<file path="src/rtl/conv1d_window_mac.sv">
// rtl/conv1d_window_mac.sv - SIZE-tap sliding-window signed MAC with a 2-stage valid/ready pipeline
// Optional macro RELU_EN: clamp negative results to zero in the output stage.
module conv1d_window_mac #(
  parameter int WIDTH = 8,
  parameter int SIZE  = 3,
  parameter int ACC_W = 18
) (
  input  logic                    clk,
  input  logic                    rst,
  input  logic [WIDTH*SIZE-1:0]   ker_map,
  input  logic                    ker_done,
  input  logic                    in_valid,
  output logic                    in_ready,
  input  logic [WIDTH-1:0]        in_data,
  input  logic                    in_last,
  output logic                    out_valid,
  input  logic                    out_ready,
  output logic [ACC_W-1:0]        out_data,
  output logic                    busy
);

  localparam int CNT_W  = $clog2(SIZE + 1);
  localparam int PROD_W = 2 * WIDTH;

  typedef enum logic [0:0] {
    ST_IDLE,
    ST_RUN
  } state_t;

  state_t r_state;
  state_t w_state_next;
  logic   w_load;

  logic signed [WIDTH-1:0]  r_ker       [SIZE];
  logic signed [WIDTH-1:0]  r_win       [SIZE];
  logic signed [WIDTH-1:0]  w_win_shift [SIZE];
  logic signed [PROD_W-1:0] w_prod      [SIZE];
  logic signed [PROD_W-1:0] r_prod      [SIZE];
  logic [CNT_W-1:0]         r_fill;
  logic [CNT_W-1:0]         w_fill_inc;

  logic                     w_advance;
  logic                     w_accept;
  logic                     w_complete;
  logic                     r_s1_valid;
  logic                     r_out_valid;
  logic [ACC_W-1:0]         r_out_data;
  logic signed [ACC_W-1:0]  w_sum;
  logic signed [ACC_W-1:0]  w_result;

  always_ff @(posedge clk) begin
    if (rst) begin
      r_state <= ST_IDLE;
    end else begin
      r_state <= w_state_next;
    end
  end

  always_comb begin
    w_state_next = r_state;
    w_load       = 1'b0;
    case (r_state)
      ST_IDLE: begin
        if (ker_done) begin
          w_load       = 1'b1;
          w_state_next = ST_RUN;
        end
      end
      ST_RUN: begin
        w_state_next = ST_RUN;
      end
      default: begin
        w_state_next = ST_IDLE;
      end
    endcase
  end

  // The whole pipeline moves only when the output register is free or being drained.
  assign w_advance = !r_out_valid || out_ready;
  assign in_ready  = (r_state == ST_RUN) && w_advance;
  assign w_accept  = in_valid && in_ready;

  always_comb begin
    for (int k = 0; k < SIZE - 1; k++) begin
      w_win_shift[k] = r_win[k+1];
    end
    w_win_shift[SIZE-1] = in_data;
  end

  assign w_fill_inc = (r_fill == CNT_W'(SIZE)) ? r_fill : r_fill + CNT_W'(1);
  assign w_complete = (w_fill_inc == CNT_W'(SIZE));

  always_comb begin
    for (int k = 0; k < SIZE; k++) begin
      w_prod[k] = PROD_W'(r_ker[k]) * PROD_W'(w_win_shift[k]);
    end
  end

  always_ff @(posedge clk) begin
    if (rst) begin
      for (int k = 0; k < SIZE; k++) begin
        r_ker[k] <= '0;
      end
    end else if (w_load) begin
      for (int k = 0; k < SIZE; k++) begin
        r_ker[k] <= ker_map[(SIZE-1-k)*WIDTH +: WIDTH];
      end
    end
  end

  // A row end clears the window so the next row never mixes with this one.
  always_ff @(posedge clk) begin
    if (rst) begin
      for (int k = 0; k < SIZE; k++) begin
        r_win[k] <= '0;
      end
      r_fill <= '0;
    end else if (w_accept) begin
      if (in_last) begin
        for (int k = 0; k < SIZE; k++) begin
          r_win[k] <= '0;
        end
        r_fill <= '0;
      end else begin
        r_win  <= w_win_shift;
        r_fill <= w_fill_inc;
      end
    end
  end

  always_comb begin
    w_sum = '0;
    for (int k = 0; k < SIZE; k++) begin
      w_sum = w_sum + ACC_W'(r_prod[k]);
    end
`ifdef RELU_EN
    w_result = w_sum[ACC_W-1] ? '0 : w_sum;
`else
    w_result = w_sum;
`endif
  end

  always_ff @(posedge clk) begin
    if (rst) begin
      for (int k = 0; k < SIZE; k++) begin
        r_prod[k] <= '0;
      end
      r_s1_valid  <= 1'b0;
      r_out_valid <= 1'b0;
      r_out_data  <= '0;
    end else if (w_advance) begin
      r_prod      <= w_prod;
      r_s1_valid  <= w_accept && w_complete;
      r_out_valid <= r_s1_valid;
      r_out_data  <= w_result;
    end
  end

  assign out_valid = r_out_valid;
  assign out_data  = r_out_data;
  assign busy      = (r_state == ST_RUN);

endmodule

</file>
<file path="config.mk">
export PLATFORM = sky130hd
export DESIGN_NAME = conv1d_window_mac
export DESIGN_NICKNAME = d
export VERILOG_FILES = /design/src/rtl/conv1d_window_mac.sv
export SDC_FILE = /design/constraint.sdc
export NUM_CORES = 1
export LEC_CHECK = 0
export ABC_AREA = 1
export CAP_MARGIN = 15
export CORE_MARGIN = 10
export CORE_UTILIZATION = 55
export CTS_BUF_LIST = sky130_fd_sc_hd__clkbuf_4 sky130_fd_sc_hd__clkbuf_8 sky130_fd_sc_hd__clkbuf_16
export CTS_CLUSTER_SIZE = 40
export DETAILED_ROUTE_END_ITERATION = 8
export DONT_BUFFER_PORTS = 1
export GPL_TIMING_DRIVEN = 0
export HOLD_SLACK_MARGIN = 0.12
export PLACE_DENSITY = 0.74
export SLEW_MARGIN = 20
export SYNTH_ARGS = -nofsm -noshare
export SYNTH_HDL_FRONTEND = slang
export SYNTH_SLANG_ARGS = --single-unit
export TNS_END_PERCENT = 100
</file>
<file path="constraint.sdc">
create_clock -name clk -period 13 [get_ports clk]
set_clock_uncertainty 0.05 [all_clocks]
set_input_delay 2.6 -clock clk [delete_from_list [all_inputs] [get_ports clk]]
set_output_delay 2.6 -clock clk [all_outputs]
set_load 0.05 [all_outputs]
</file>
==> results.py <==
metrics = {
    "min_path": {
        "hold_class": "reg -> reg",
    },
    "global_route": {
        "grt_pass1_wl_mm": 53.3,
        "top_usage_layer": "met2",
        "gr-usage-met1_pct": 25.1,
        "grt_usage_pct": 21.0,
        "grt_max_degree": 20,
        "grt_pass1_vias": 11154,
        "antenna_found_initial": 3,
        "grt.met3_usage_pct": 3.76,
        "met2_usage_pct": 36.6,
        "grt.overflow.total": 0,
    },
    "placement": {
        "routabilityCongestion": 0.932,
        "io_buffers": 0,
        "dp_cells": 2126,
        "hpwl_mm": 25.4,
    },
    "sta": {
        "rsz0062_at_grt": "false",
        "period_share_pct": 49.5,
        "setup-tns-final_ns": 0,
        "worst_pin_slew_ns": 0.730,
        "finalHoldViolCount": 0,
        "fin_crit_ns": 6.44,
        "finalSetupViolations": 0,
        "max_freq_ghz": 0.155,
        "slew_headroom_pct": 51.3,
        "slew_violations": 0,
    },
    "floorplanning": {
        "dieArea_um2": 31100,
        "rows": 57,
        "coreArea_um2": 24200,
        "initial_core_util_pct": 55.7,
        "dieHeight_um": 176,
        "io_pins": 59,
        "die_w_um": 176,
    },
    "clock_tree": {
        "path_clk_slew_ns": 0.08,
        "cts-root-buf": "clkbuf_16",
        "cts_max_path_buffers": 2,
        "ctsResizeCount": 0,
        "clock_sinks": 111,
        "cts_setup_buffers": 0,
        "numCtsBuffers": 9,
        "cts_hold_buffers": 0,
        "worstSkewPairLatency_ns": 0.37,
        "cts_tree": "built",
        "htreeDepth": 3,
    },
    "setup_path": {
        "critPathMaxFanout": 9,
        "cp-end-kind": "flop",
        "crit_required_ns": 13.22,
        "critPathKind": "in -> reg",
        "cp-start-kind": "primary input",
        "crit_arrival_ns": 6.66,
    },
    "layout": {
        "fin_nets": 2136,
        "syn2layout_area_growth_pct": 5.54,
        "mostFrequentLayoutCell": "inv_1",
        "fin_cells": 2145,
        "layout-drive-gt1-share_pct": 3.08,
        "final_cell_mix": "inv_1 (526), nand2_1 (361), fa_1 (182)",
    },
    "power_and_ir_drop": {
        "ir_worst_vdd_mv": 0.0802,
        "leakage_nw": 8.65,
        "power.density_nw_per_um2": 99.0,
    },
    "synth": {
        "netlist_instances": 1801,
        "netlist_top_cells_area": "fa_1 (27%), inv_1 (15%), dfxtp_1 (13%)",
        "synth_area_um2": 13500,
        "syn_nets": 2124,
        "synth_cell_type_count": 38,
        "synth_top_area_share_pct": 27.1,
        "synth_seq_area_share_pct": 18.3,
        "synth_ff_type": "dfxtp_1",
        "synth_area_per_cell_um2": 7.47,
        "synth-seq-cells": 111,
        "async_flop_share_pct": 0,
        "yosys_warnings": 0,
        "synth_top_area_cell": "fa_1",
        "synth-edff-count": 24,
    },
    "route": {
        "wl_per_cell_um": 14.4,
        "drc": 0,
        "vias": 10724,
        "wirelength_mm": 30.8,
        "drtIter0Drc": 612,
        "dr.pass1.iters": 5,
        "vias_per_cell": 5.00,
        "ant_nets": 0,
    },
    "job": {
        "cap_violations": 0,
    },
    "outcome": {
        "outcome": "finished, final reports clean",
    },
}
## worst paths after layout
kind,start,endpoint,slack (ns),cells after the start
worst min register to register,r_fill[1],r_s1_valid,0.41,2
worst max-delay path,in_data[2],r_prod[15],6.56,18
worst max register to register,r_win[7],r_prod[26],8.13,17
worst min-delay path,r_fill[1],r_s1_valid,0.41,2
## cells in the mapped netlist, types with 3 or more instances
| cell | number |
|---|---|
| o21ai_1 | 11 |
| nand4_1 | 6 |
| xnor2_1 | 5 |
| o21ai_0 | 66 |
| a21oi_1 | 55 |
| dfxtp_1 | 87 |
| o211ai_1 | 5 |
| nand2_1 | 361 |
| a211oi_1 | 5 |
| or2_2 | 9 |
| edfxtp_1 | 24 |
| ha_1 | 103 |
| buf_6 | 4 |
| mux2i_1 | 14 |
| fa_1 | 182 |
| a21o_1 | 3 |
| nand3b_1 | 4 |
| clkbuf_1 | 56 |
| nand3_1 | 66 |
| inv_2 | 4 |
| inv_1 | 526 |
| buf_2 | 10 |
| o21bai_1 | 26 |
| xor2_1 | 23 |
| nor2_1 | 130 |
## kinds of logic after synthesis
group           after synthesis  synth area share (%)
mux                          14                  1.04
compound gates              175                  7.33
xor+xnor                     28                  1.82
flops                       111                  18.3
fa+ha+maj                   285                  36.6
buf+inv                     603                  17.2
simple gates                585                  17.7
## where the power goes
part	leakage (nW)	internal, mW	switching, mW	total [mW]
clock	0.146	0.151	0.138	0.289
combinational	7.54	0.234	0.395	0.629
sequential	0.970	0.398	0.0892	0.487
total	8.65	0.784	0.622	1.41
## per-layer routing
metal	wire length, um	up-vias
li1	-	5282
met1	13000	5134
met2	15100	251
met3	1590	57
met4	1110	0
met5	0	-
## area by class of cell
class / instances / area (um^2)
fillers: 2221 / 9970
multi-input cells: 1087 / 8700
flip-flops and latches: 111 / 2460
inverters: 532 / 2000
well taps: 324 / 405
plain buffers: 71 / 313
clock buffers: 12 / 272
clock inverters: 4 / 35.0
repair buffers: 1 / 15.0
diodes: 3 / 7.51
## worst max-delay path, stage by stage
cell	delay (ns)
clkbuf_1	0.36
nand2_1	0.23
fa_1	0.81
inv_1	0.10
fa_1	0.50
inv_1	0.05
fa_1	0.49
inv_1	0.05
fa_1	0.45
ha_1	0.30
inv_1	0.11
o21bai_1	0.08
a21oi_1	0.14
nand3_1	0.14
inv_1	0.08
nand2_1	0.05
nand2_1	0.05
a21oi_1	0.05
## flip-flops by register name (all words and copies together) (netlist names)
| name | cells |
|---|---|
| r_prod | 48 |
| r_ker | 24 |
| out_data | 18 |
| r_win | 16 |
| r_fill | 2 |
| busy | 1 |
| out_valid | 1 |
| r_s1_valid | 1 |
## through the flow
stage | total power, mW | utilization, % | hold WS [ns] | setup WS (ns) | area, um^2
after floorplan | 0.973 | - | 0.389 | 6.71 | 13500
after global placement | 1.10 | 57.3 | 0.401 | 6.22 | 13900
after detailed placement | 1.12 | 57.5 | 0.404 | 6.16 | 13900
after CTS | 1.41 | 58.7 | 0.414 | 6.53 | 14200
after global routing | 1.53 | 58.7 | 0.456 | 6.25 | 14200
final | 1.41 | 58.8 | 0.412 | 6.56 | 14200
No activity file was read; power rests on OpenSTA's default activity.
